--- src/rtl/seg_scan_driver.sv ---
// seg_scan_driver: four-digit seven-segment scanner with per-frame shadow latch and ghost blanking.
// Define SEG_SCAN_DIM_EN to add a 4-bit PWM brightness input.
module seg_scan_driver #(
    parameter int SLOT_CYCLES  = 50000,
    parameter int BLANK_CYCLES = 16
) (
    input  logic        clk,
    input  logic        reset,
    input  logic        enable,
    input  logic [27:0] display_in,
    input  logic [3:0]  dp_in,
`ifdef SEG_SCAN_DIM_EN
    input  logic [3:0]  brightness,
`endif
    output logic [6:0]  seg,
    output logic        dp,
    output logic [3:0]  an,
    output logic        frame_tick
);
    localparam int CNT_W = $clog2(SLOT_CYCLES);
    localparam logic [CNT_W-1:0] LAST  = CNT_W'(SLOT_CYCLES - 1);
    localparam logic [CNT_W-1:0] BLANK = CNT_W'(BLANK_CYCLES);

    logic [CNT_W-1:0] slot_cnt;
    logic [1:0]       digit;
    logic [27:0]      shadow_seg;
    logic [3:0]       shadow_dp;
    logic             slot_end;
    logic             frame_end;
    logic             lit;
    logic [6:0]       cur_seg;

    assign slot_end  = slot_cnt == LAST;
    assign frame_end = slot_end && digit == 2'd3;
    assign cur_seg   = digit == 2'd0 ? shadow_seg[6:0]   :
                       digit == 2'd1 ? shadow_seg[13:7]  :
                       digit == 2'd2 ? shadow_seg[20:14] : shadow_seg[27:21];

`ifdef SEG_SCAN_DIM_EN
    // PWM phase restarts at the end of the ghosting guard
    logic [CNT_W+3:0] pwm_ofs;
    assign pwm_ofs = (CNT_W+4)'(slot_cnt) - (CNT_W+4)'(BLANK_CYCLES);
    assign lit     = slot_cnt >= BLANK && pwm_ofs[3:0] < brightness;
`else
    assign lit = slot_cnt >= BLANK;
`endif

    always_ff @(posedge clk or posedge reset) begin
        if (reset) begin
            slot_cnt   <= '0;
            digit      <= 2'd0;
            shadow_seg <= '1;
            shadow_dp  <= 4'h0;
            an         <= 4'hF;
            seg        <= 7'h7F;
            dp         <= 1'b1;
            frame_tick <= 1'b0;
        end else if (!enable) begin
            slot_cnt   <= '0;
            digit      <= 2'd0;
            shadow_seg <= display_in;
            shadow_dp  <= dp_in;
            an         <= 4'hF;
            seg        <= 7'h7F;
            dp         <= 1'b1;
            frame_tick <= 1'b0;
        end else begin
            slot_cnt   <= slot_end ? '0 : slot_cnt + 1'b1;
            digit      <= slot_end ? digit + 2'd1 : digit;
            // Latch only at the frame boundary so a frame never mixes two bus values
            if (frame_end) begin
                shadow_seg <= display_in;
                shadow_dp  <= dp_in;
            end
            frame_tick <= frame_end;
            an         <= lit ? ~(4'b0001 << digit) : 4'hF;
            seg        <= lit ? cur_seg : 7'h7F;
            dp         <= lit ? ~shadow_dp[digit] : 1'b1;
        end
    end
endmodule
--- config.mk ---
export PLATFORM = sky130hd
export DESIGN_NAME = seg_scan_driver
export DESIGN_NICKNAME = d
export VERILOG_FILES = /design/src/rtl/seg_scan_driver.sv
export SDC_FILE = /design/constraint.sdc
export NUM_CORES = 1
export LEC_CHECK = 0
export CORE_MARGIN = 4
export CORE_UTILIZATION = 45
export DETAILED_ROUTE_END_ITERATION = 12
export PLACE_DENSITY = 0.77
export SYNTH_ARGS = -nofsm -noshare
export SYNTH_HDL_FRONTEND = slang
export SYNTH_SLANG_ARGS = --single-unit
--- constraint.sdc ---
create_clock -name clk -period 6.8 [get_ports clk]
set_input_delay 0.68 -clock clk [delete_from_list [all_inputs] [get_ports clk]]
set_output_delay 0.68 -clock clk [all_outputs]
set_load 0.005 [all_outputs]
Yosys cells after proc, flatten, opt, wreduce, memory -nomap -nowiden
Index checks and enable logic that the tools add are counted.
{"block": "totals", "register_bits": 63, "out_inout_bits": 13, "elab_cells": 43}
{"block": "classes", "n_addsub": 2, "magnitude_cmp": 2, "eq_ne": 6, "shifts": 1, "n_mux": 20, "bitwise_logic": 2, "n_reduce_logical": 2}
{"operator": "28-bit 2-to-1 mux", "count": 2}
{"operator": "7-bit 2-to-1 mux", "count": 5}
{"operator": "16-bit 2-to-1 mux", "count": 2}
{"operator": "16-bit by 1-bit adder with 16-bit output (second input constant)", "count": 1}
{"operator": "16-bit equality test (second input constant)", "count": 1}
{"operator": "16-bit by 5-bit >= comparator with 1-bit output (second input constant)", "count": 1}
{"operator": "4-bit 2-to-1 mux", "count": 4}
{"operator": "2-bit equality test (second input constant)", "count": 2}
{"operator": "1-bit 2-to-1 mux", "count": 4}
{"operator": "2-bit 2-to-1 mux", "count": 2}
{"operator": "2-bit by 1-bit != test with 1-bit output (second input constant)", "count": 2}
{"operator": "4-bit inverter", "count": 1}
{"operator": "1-bit by 2-bit left shift with 4-bit output (first input constant)", "count": 1}
{"operator": "2-bit by 3-bit less-than comparator with 1-bit output (second input constant)", "count": 1}
{"operator": "2-bit by 1-bit adder with 2-bit output (second input constant)", "count": 1}
{"operator": "1-bit binary-select mux with 2-bit select", "count": 1}
{"operator": "2-bit by 1-bit equality test with 1-bit output (second input constant)", "count": 1}
{"operator": "2-bit logical NOT", "count": 1}
{"operator": "1-bit logical AND", "count": 1}
{"operator": "1-bit inverter", "count": 1}

Longest topological paths before layout
Gate-level depths: netlist of the first run.
{"block": "logic_depth", "ltp_word": 6, "depth_mapped": 7, "depth_no_buf": 6}

Worst setup path before layout of the first run
No wires, ideal clock.
{"block": "synth_path", "path_kind": "reg2reg", "start": "register slot_cnt[0]", "end": "register shadow_dp[0]", "setup_ns": 0.125, "arrival_ns": 2.043, "slack_ns": 4.631, "path_stages_with_launch": 8, "n_path_buf": 2, "cell_sequence": "dfrtp_1 ha_1 nand3_2 or3_1 buf_2 o31a_4 buf_12 mux2_4"}
{"block": "synth_via", "elab_chain_len": 3}
{"item": "from (decl)", "line_no": "24", "rtl": "logic [CNT_W-1:0] slot_cnt;"}
{"item": "from (signal assigned)", "line_no": "68", "rtl": "slot_cnt <= slot_end ? '0 : slot_cnt + 1'b1;"}
{"item": "16-bit equality test", "line_no": "33", "rtl": "assign slot_end = slot_cnt == LAST;"}
{"item": "1-bit logical AND", "line_no": "34", "rtl": "assign frame_end = slot_end && digit == 2'd3;"}
{"item": "2-bit by 1-bit != test with 1-bit output (no source line)"}
{"item": "to (signal assigned)", "line_no": "62", "rtl": "shadow_dp <= dp_in;"}
{"item": "to (signal assigned)", "line_no": "73", "rtl": "shadow_dp <= dp_in;"}
{"item": "to (decl)", "line_no": "27", "rtl": "logic [3:0] shadow_dp;"}
No other way between the ends.
A chain may end at the register's enable or synchronous reset.

Worst setup path after layout of the first run
{"block": "layout_path", "start": "register slot_cnt[0]", "end": "register slot_cnt[6]"}
{"block": "layout_via", "elab_chain_len": 3}
{"item": "16-bit by 1-bit adder with 16-bit output or 16-bit equality test (tied branches)", "line_no": "68, 33"}
{"item": "16-bit 2-to-1 mux (*)", "line_no": "68"}
{"item": "16-bit 2-to-1 mux (*)", "line_no": "58", "rtl": "end else if (!enable) begin"}
Mark *: on every way between the ends. The rest lies on a longest branch, timed or not.

==> results of run 1 <==
[metal layers]
layer / vias up / GRT usage (%)
met5: - / 0
met4: 0 / 6.089
met3: 13 / 6.083
met2: 69 / 27.19
met1: 982 / 20.86
li1: 901 / -
[area by class of cell]
| type | instances | area [um2] |
|---|---|---|
| Fill cell | 507 | 2683 |
| Sequential cell | 63 | 1627 |
| Multi-Input combinational cell | 149 | 1231 |
| Timing Repair Buffer | 48 | 478.0 |
| Clock buffer | 12 | 187.7 |
| Tap cell | 77 | 96.34 |
| Clock inverter | 4 | 46.29 |
| Inverter | 10 | 37.54 |
[kinds of logic (layout without fill, tap and decap cells)]
group / after synthesis / after routing / synth area share [%]
buffers and inverters: 19 / 74 / 4.074
flip-flops: 63 / 63 / 54.60
AO/OA/AOI/OAI: 23 / 23 / 5.082
adder cells (fa/ha/maj): 6 / 6 / 2.520
XOR/XNOR: 13 / 13 / 3.822
multiplexers: 40 / 40 / 18.98
AND/OR/NAND/NOR: 67 / 67 / 10.92
[state kept, by name, summed over array words and instances (netlist names)]
signal and flops:
seg 7, an 4, shadow_seg 28, slot_cnt 16, digit 2, dp 1
frame_tick 1, shadow_dp 4
[power by group]
| part | leakage [uW] | total, uW | switching, uW | internal (uW) |
|---|---|---|---|---|
| logic | 0.000727 | 83.4 | 31.2 | 52.2 |
| registers | 0.000730 | 421 | 13.2 | 408 |
| clock network | 0.000123 | 370 | 148 | 223 |
[worst max-delay path, stage by stage (launching register included)]
cell     delay [ns]
dfrtp_1        0.44
ha_1           0.27
nand3_2        0.11
or3_1          0.46
o21ai_1        0.84
nor2_1         0.12
[worst max path at each step]
stage	cells after the start	to	from	slack, ns
CTS	5	slot_cnt[5]	slot_cnt[0]	4.40
finish	5	slot_cnt[6]	slot_cnt[0]	4.41
global route	5	slot_cnt[11]	slot_cnt[0]	4.16
detailed placement	5	slot_cnt[5]	slot_cnt[0]	4.41
floorplan	1	digit[0]	reset	4.62
global placement	5	slot_cnt[9]	slot_cnt[0]	4.49
[cell usage in the layout, fill, tap and decap left out, types with 7 or more instances in the layout]
cell type,instances
clkbuf_8,10
mux2i_1,7
a21oi_1,10
dfrtp_1,23
nor2_1,23
mux2_4,30
nand3_1,7
inv_1,9
dfstp_2,40
nand2_1,17
o211ai_1,7
xor2_1,7
clkdlybuf4s50_1,47
[stage by stage]
stage                     hold slack [ns]  setup WS, ns  power, uW
after floorplan                    0.4759         4.616      480.5
after detailed placement           0.5020         4.409      511.4
after CTS                          0.5107         4.399      887.9
after global routing               0.5261         4.157      916.4
final                              0.5057         4.411      875.2
after global placement             0.4912         4.489      508.0
==> metrics.yaml, run 1 <==
final.setup_skew_ns: 0.01175
start_util_pct: 46.65
netlist_area_mm2: 0.002979
final_area_mm2: 0.003704
syn-instance-count: 231
dr.first_iter.drc_count: 62
r2r-end: "slot_cnt[6]"
post-route-util_pct: 57.99
cts_hold_buf: 0
grt_max_degree: 64
period_minus_slack_ns: 2.389
r2r-start: "slot_cnt[0]"
grt_pass1_vias: 2105
arrival_ns: 2.57
grt_pass1_wl_um: 10080
die_h_um: 89.37
wl_met3_um: 447
htreeDepth: 3
powerDensity_mw_per_mm2: 236.3
fin_crit_sh_pct: 35.13
cts.clk_slew.worst_paths_ns: 0.08
nets: 322
hold_class: "flip-flop to flip-flop"
setup_viol: 0
yosysMostFrequentCell: "dfstp_2"
io_pins: 48
fmax_mhz: 418.6
postCtsSetupBuffers: 0
wl_met1_um: 2537
cts-root-buf: "clkbuf_8"
drtAntennaViolNets: 0
port_buffers: 47
numCtsBuffers: 9
final_hold_viol_count: 0
antenna_found_initial: 0
ctsResizeCount: 0
synth_largest_area_cell: "dfstp_2"
dieArea_mm2: 0.007986
clock_latency_ns: 0.34
post-dp-hpwl_um: 4008
syn_area_per_cell_um2: 12.90
slew_headroom_pct: 31.00
setup.worst_path.start_class: "flip-flop"
highest_layer: "met4"
synth_edf_count: 0
via_per_inst: 5.413
synth_cell_type_count: 36
required_ns: 6.98
reg2reg_setup_slack_ns: 4.41
syn-num-nets: 272
rsz0062_at_grt: "false"
cap_violations: 0
rr_worst_depth: 5
async_reset_ff_share_pct: 100.0
tightest_slew_ns: 1.028
worst-path-max-fanout: 15
finalWirelength_um: 5962
critPathKind: "flip-flop to flip-flop"
worstHoldPathCells: 2
place_congestion: 0.8297
whs_endpoint: "seg[1]"
yosysSeqAreaShare_pct: 54.60
wl_met2_um: 2869
cts.path.max_buffers: 2
synthTopCellsByCount: "dfstp_2 (40), mux2_4 (30), dfrtp_1 (23), nor2_1 (23), nand2_1 (17)"
placed_cell_area_mm2: 0.003470
p_leak_uw: 0.001580
synth_top_cell_area_share_pct: 35.28
grt_use_total_pct: 16.86
cts_sinks: 63
cts_tree: "done"
area_growth_pct: 24.32
placed_cells: 347
die_w_um: 89.37
drive_above_1_share_pct: 33.92
final_cells: 363
ir_drop_mv: 0.1809
gr-total-overflow: 0
core_area_mm2: 0.006386
routedWlPerCell_um: 16.42
synth_ff_type: "dfstp_2"
ys_seq_elements: 63
synth.area.top_cells: "dfstp_2 (35%), dfrtp_1 (19%), mux2_4 (15%)"
placementRows: 29
ys_warn_count: 0
firstDrtPassIters: 4
timing.setup.tns_ns: 0
vias: 1965
drc: 0
antenna_cells: 0
status: "finished clean"
maxSlewViolCount: 0
min_from: "shadow_seg[1]"
cp-end-kind: "flip-flop"
(Power assumes the default switching activity.)
==> inputs of run 2 (changes only) <==
--- a/config.mk
+++ b/config.mk
@@ -8,7 +8,7 @@
 export CORE_MARGIN = 4
 export CORE_UTILIZATION = 45
 export DETAILED_ROUTE_END_ITERATION = 12
-export PLACE_DENSITY = 0.77
+export PLACE_DENSITY = 0.8
 export SYNTH_ARGS = -nofsm -noshare
 export SYNTH_HDL_FRONTEND = slang
 export SYNTH_SLANG_ARGS = --single-unit
==> constraint.sdc (replaced) <==
create_clock -name clk -period 2.1 [get_ports clk]
set_input_delay 0.21 -clock clk [delete_from_list [all_inputs] [get_ports clk]]
set_output_delay 0.21 -clock clk [all_outputs]
set_load 0.005 [all_outputs]
==> metrics.yaml, run 2 (synthesis results as in run 1) <==
final.setup_skew_ns: 0.007660  # was 0.01175 ns
cts_tree: "done"  # unchanged
timing.setup.tns_ns: 0  # unchanged
p_leak_uw: 0.001624  # was 0.001580 uW
final_cell_mix: "clkdlybuf4s50_1 (47), dfstp_2 (40), mux2_4 (30)"  # unchanged
drc: 0  # unchanged
ir_drop_mv: 0.5102  # was 0.1809 mV
postCtsSetupBuffers: 0  # unchanged
antenna_found_initial: 0  # unchanged
fin_crit_sh_pct: 96.03  # was 35.13%
area_growth_pct: 27.76  # was 24.32%
pwr-share-seq_pct: 48.3  # was 48.2%
met1_usage_pct: 20.54  # was 20.86%
setup_viol: 0  # unchanged
crit_path_end: "shadow_seg[15]"  # was slot_cnt[6]
routedWlPerCell_um: 15.19  # was 16.42 um
maxSlewViolCount: 0  # unchanged
switching_power_uw: 631.2  # was 192.0 uW
busiest_layer: "met2"  # unchanged
hold_class: "input pin to async pin"  # was flip-flop to flip-flop
io_pins: 48  # unchanged
crit_family: "simple AND/OR/NAND/NOR gates"  # was compound AO/OA/AOI/OAI gates
startpoint: "slot_cnt[0]"  # unchanged
hold_ws_ns: 0.2652  # was 0.5057 ns
grt_max_degree: 64  # unchanged
slew_headroom_pct: 63.52  # was 31.00%
htreeDepth: 3  # unchanged
cp_cell_sequence: "ha_4 -> nand3_2 -> or3_1 -> o31a_4 -> buf_12 -> mux2_4"  # was ha_1 -> nand3_2 -> or3_1 -> o21ai_1 -> nor2_1
slowest_delay_ns: 0.43  # was 0.84 ns
cap_violations: 0  # unchanged
cts_hold_buf: 0  # unchanged
reg2reg_setup_slack_ns: 0.08  # was 4.41 ns
post-dp-hpwl_um: 4029  # was 4008 um
vias: 1898  # was 1,965
r2r-start: "slot_cnt[0]"  # unchanged
largest_reg_flops: 28  # unchanged
tightest_slew_ns: 0.5472  # was 1.028 ns
top_register: "shadow_seg"  # unchanged
placed_cells: 354  # was 347
dieArea_mm2: 0.007986  # unchanged
power_uw: 2833  # was 875.2 uW
register_area_mm2: 0.001628  # was 0.001627 mm2
die_w_um: 89.37  # unchanged
cp_slowest_cell: "dfrtp_2"  # was o21ai_1
numCtsBuffers: 9  # unchanged
placementRows: 29  # unchanged
reg_top3: "shadow_seg x28, slot_cnt x16, seg x7"  # unchanged
firstDrtPassIters: 4  # unchanged
final_cells: 370  # was 363
p_clk_share_pct: 41.7  # was 42.3%
cts.path.max_buffers: 2  # unchanged
setup.worst_path.start_class: "flip-flop"  # unchanged
cts_sinks: 63  # unchanged
final_common_cell: "clkdlybuf4s50_1"  # unchanged
switching_share_pct: 22.28  # was 21.94%
met2_usage_pct: 23.78  # was 27.19%
multi_input_area_mm2: 0.001244  # was 0.001231 mm2
critPathKind: "flip-flop to flip-flop"  # unchanged
period_minus_slack_ns: 2.017  # was 2.389 ns
final_hold_viol_count: 0  # unchanged
r2r-end: "shadow_seg[15]"  # was slot_cnt[6]
nets: 329  # was 322
grt_pass1_vias: 1936  # was 2,105
rsz0062_at_grt: "false"  # unchanged
finalWirelength_um: 5622  # was 5962 um
via_per_inst: 5.130  # was 5.413
start_util_pct: 46.65  # unchanged
gr-total-overflow: 0  # unchanged
die_h_um: 89.37  # unchanged
cts.clk_slew.worst_paths_ns: 0.07  # was 0.08 ns
powerDensity_mw_per_mm2: 744.4  # was 236.3 mW/mm2
required_ns: 2.37  # was 6.98 ns
grt_use_total_pct: 15.57  # was 16.86%
worst-path-max-fanout: 24  # was 15
status: "finished clean"  # unchanged
core_area_mm2: 0.006386  # unchanged
cp-end-kind: "flip-flop"  # unchanged
fmax_mhz: 495.9  # was 418.6 MHz
arrival_ns: 2.28  # was 2.57 ns
cp_num_buf_inv: 1  # was 0
clock_latency_ns: 0.34  # about the same
worstSetupPathDepth: 6  # was 5
dr.first_iter.drc_count: 57  # was 62
grt_pass1_wl_um: 9321  # was 10,080 um
cts-root-buf: "clkbuf_8"  # unchanged
drive_above_1_share_pct: 36.18  # was 33.92%
place_congestion: 0.7947  # was 0.8297
antenna_cells: 0  # unchanged
ctsResizeCount: 0  # unchanged
drtAntennaViolNets: 0  # unchanged
intPower_uw: 2202  # was 683.2 uW
port_buffers: 47  # unchanged
p_comb_share_pct: 10.0  # was 9.5%
n_fill_cell: 485  # was 507
met3_usage_pct: 2.857  # was 6.083%
rr_worst_depth: 6  # was 5
-- run 2: tightest hold or removal path, cell delays in order --
cell and delay [ns]:
clkdlybuf4s50_1 0.43, inv_2 0.08, buf_12 0.27
-- run 2: worst min-delay path by stage --
stage               slack, ns             to  cells past startpoint          start
floorplan                0.36  shadow_seg[0]                      1  display_in[0]
global placement         0.49         seg[5]                      2  shadow_seg[5]
detailed placement       0.51         seg[2]                      2  shadow_seg[2]
CTS                      0.27   slot_cnt[13]                      3          reset
global route             0.29   slot_cnt[13]                      3          reset
finish                   0.27   slot_cnt[13]                      3          reset
-- run 2: through the flow --
stage,utilization [%],setup WS [ns],instance area [um2]
after global placement,55.96,0.1321,3573
after global routing,59.60,0.02917,3806
final,59.60,0.08332,3806
after CTS,59.60,0.07669,3806
after floorplan,-,0.01040,2999
after detailed placement,55.96,0.09559,3573
-- run 2: power by group through the flow --
stage	clock network, uW	registers [uW]	logic, uW
2_1_floorplan	0	1370	187
3_3_place_gp	0	1380	280
3_5_place_dp	0	1390	288
4_1_cts	1210	1370	289
5_1_grt	1250	1380	309
6_report	1180	1370	284
-- run 2: routing by layer --
layer / vias to the layer above / wire length, um
met5: - / 0
met4: 0 / 153
met3: 14 / 237
met2: 42 / 2790
met1: 929 / 2441
li1: 913 / -
-- run 2: area by class of cell --
cell class | instances | area share [%]
Inverter | 10 | 0.9862
Multi-Input combinational cell | 149 | 32.68
Sequential cell | 63 | 42.77
Clock inverter | 5 | 1.545
Clock buffer | 11 | 4.569
Tap cell | 77 | 2.531
Timing Repair Buffer | 55 | 14.92
==> inputs of run 3 (changes only) <==
==> constraint.sdc (replaced) <==
create_clock -name clk -period 2.1 [get_ports clk]
set_input_delay 0.525 -clock clk [delete_from_list [all_inputs] [get_ports clk]]
set_output_delay 0.525 -clock clk [all_outputs]
set_load 0.005 [all_outputs]
==> metrics.yaml, run 3 (synthesis results as in run 1) <==
status: "finished clean"  # unchanged
final_common_cell: "clkdlybuf4s50_1"  # unchanged
power_uw: 2567  # was 2833 uW
final_cell_mix: "clkdlybuf4s50_1 (47), dfstp_2 (40), mux2_4 (30)"  # unchanged
finalWirelength_um: 5865  # was 5622 um
via_per_inst: 5.206  # was 5.130
cts-root-buf: "clkbuf_8"  # unchanged
cts.path.max_buffers: 2  # unchanged
cp_cell_sequence: "ha_4 -> nand3_2 -> or3_1 -> o31a_4 -> buf_12 -> mux2_4"  # unchanged
worst-path-max-fanout: 18  # was 24
htreeDepth: 3  # unchanged
cp_slowest_cell: "dfrtp_1"  # was dfrtp_2
slowest_delay_ns: 0.40  # was 0.43 ns
io_pins: 48  # unchanged
cap_violations: 0  # unchanged
antenna_cells: 0  # unchanged
numCtsBuffers: 9  # unchanged
critPathKind: "flip-flop to flip-flop"  # unchanged
setup.worst_path.start_class: "flip-flop"  # unchanged
cts_tree: "done"  # unchanged
post-dp-hpwl_um: 4174  # was 4029 um
slew_headroom_pct: 65.67  # was 63.52%
powerDensity_mw_per_mm2: 674.9  # was 744.4 mW/mm2
post-place-ws_ns: 0.1056  # was 0.09559 ns
cp-end-kind: "flip-flop"  # unchanged
fmax_mhz: 494.9  # was 495.9 MHz
grt_pass1_vias: 1987  # was 1,936
largest_reg_flops: 28  # unchanged
hold_class: "flip-flop to flip-flop"  # was input pin to async pin
cts.clk_slew.worst_paths_ns: 0.06  # was 0.07 ns
core_area_mm2: 0.006386  # unchanged
ir_drop_mv: 0.4680  # was 0.5102 mV
placed_cell_area_mm2: 0.003630  # was 0.003573 mm2
nets: 337  # was 329
fin_crit_sh_pct: 96.22  # was 96.03%
final_hold_viol_count: 0  # unchanged
antenna_found_initial: 0  # unchanged
grt_max_degree: 44  # was 64
port_buffers: 47  # unchanged
post-route-util_pct: 59.56  # was 59.60%
arrival_ns: 2.24  # was 2.28 ns
dr.first_iter.drc_count: 108  # was 57
drtAntennaViolNets: 0  # unchanged
p_leak_uw: 0.001631  # was 0.001624 uW
grt_pass1_wl_um: 9508  # was 9321 um
cts_sinks: 63  # unchanged
postCtsSetupBuffers: 0  # unchanged
gr-total-overflow: 0  # unchanged
drive_above_1_share_pct: 37.21  # was 36.18%
reg_top3: "shadow_seg x28, slot_cnt x16, seg x7"  # unchanged
tightest_slew_ns: 0.5150  # was 0.5472 ns
ctsResizeCount: 0  # unchanged
timing.setup.tns_ns: 0  # unchanged
die_w_um: 89.37  # unchanged
grt_use_total_pct: 15.82  # was 15.57%
maxSlewViolCount: 0  # unchanged
top_register: "shadow_seg"  # unchanged
die_h_um: 89.37  # unchanged
drc: 0  # unchanged
routedWlPerCell_um: 15.52  # was 15.19 um
placementRows: 29  # unchanged
setup_viol: 0  # unchanged
dieArea_mm2: 0.007986  # unchanged
crit_family: "simple AND/OR/NAND/NOR gates"  # unchanged
required_ns: 2.32  # was 2.37 ns
area_growth_pct: 27.68  # was 27.76%
final_area_mm2: 0.003804  # was 0.003806 mm2
cts_hold_buf: 0  # unchanged
final.setup_skew_ns: 0.01011  # was 0.007660 ns
start_util_pct: 46.65  # unchanged
period_minus_slack_ns: 2.021  # was 2.017 ns
setup_slack_ns: 0.07931  # was 0.08332 ns
firstDrtPassIters: 4  # unchanged
cp_num_buf_inv: 1  # unchanged
place_congestion: 0.9127  # was 0.7947
clock_latency_ns: 0.34  # about the same
vias: 1968  # was 1,898
run 3: cell types whose count changed in the layout (fill, tap and decap cells not counted):
cell | before | now
buf_4 | 5 | 13
clkbuf_1 | 0 | 2
clkbuf_16 | 2 | 0
clkinv_2 | 1 | 3
bufinv_16 | 1 | 0
clkbuf_8 | 9 | 10
clkinv_4 | 1 | 0
clkinvlp_4 | 0 | 1
inv_2 | 1 | 0
inv_6 | 1 | 0
run 3: layer usage:
layer  global-route usage (%)  up-vias  wire (um)
li1                         -      929          -
met1                    22.23      967       2670
met2                    22.57       63       2755
met3                    4.608        9        325
met4                    7.172        0        113
met5                        0        -          0
run 3: final timing paths:
| kind | startpoint | end | slack, ns | cells past startpoint |
|---|---|---|---|---|
| max | slot_cnt[1] | shadow_dp[0] | 0.08 | 6 |
| min | shadow_dp[3] | shadow_dp[3] | 0.52 | 1 |
| max reg2reg | slot_cnt[1] | shadow_dp[0] | 0.08 | 6 |
| min reg2reg | shadow_dp[3] | shadow_dp[3] | 0.52 | 1 |
| max in group asynchronous | reset | shadow_seg[24] | 1.21 | 3 |
| min in group asynchronous | reset | slot_cnt[12] | 0.58 | 3 |
run 3: area by class of cell:
| class | count | area (um2) |
|---|---|---|
| clock buffers | 12 | 145.1 |
| clock inverters | 4 | 21.27 |
| fillers | 500 | 2582 |
| inverters | 10 | 41.29 |
| multi-input cells | 149 | 1244 |
| flip-flops and latches | 63 | 1628 |
| well taps | 77 | 96.34 |
| repair buffers | 63 | 628.1 |
run 3: where the power goes:
group,leakage (uW),switching (uW),internal (uW),total [uW]
Sequential,0.000729,42.6,1320,1370
Combinational,0.000811,110,191,301
Clock,0.0000905,445,455,901
Total,0.00163,598,1970,2570
run 3: worst register-to-register path, cell delays in order (launching register included):
cell	delay, ns
dfrtp_1	0.40
ha_4	0.18
nand3_2	0.09
or3_1	0.35
o31a_4	0.40
buf_12	0.18
mux2_4	0.32
run 3: per-stage QoR:
stage	cells	hold WS [ns]
global placement	361	0.4945
floorplan	231	0.4759
detailed placement	361	0.4931
CTS	377	0.5185
global route	378	0.5369
finish	378	0.5167
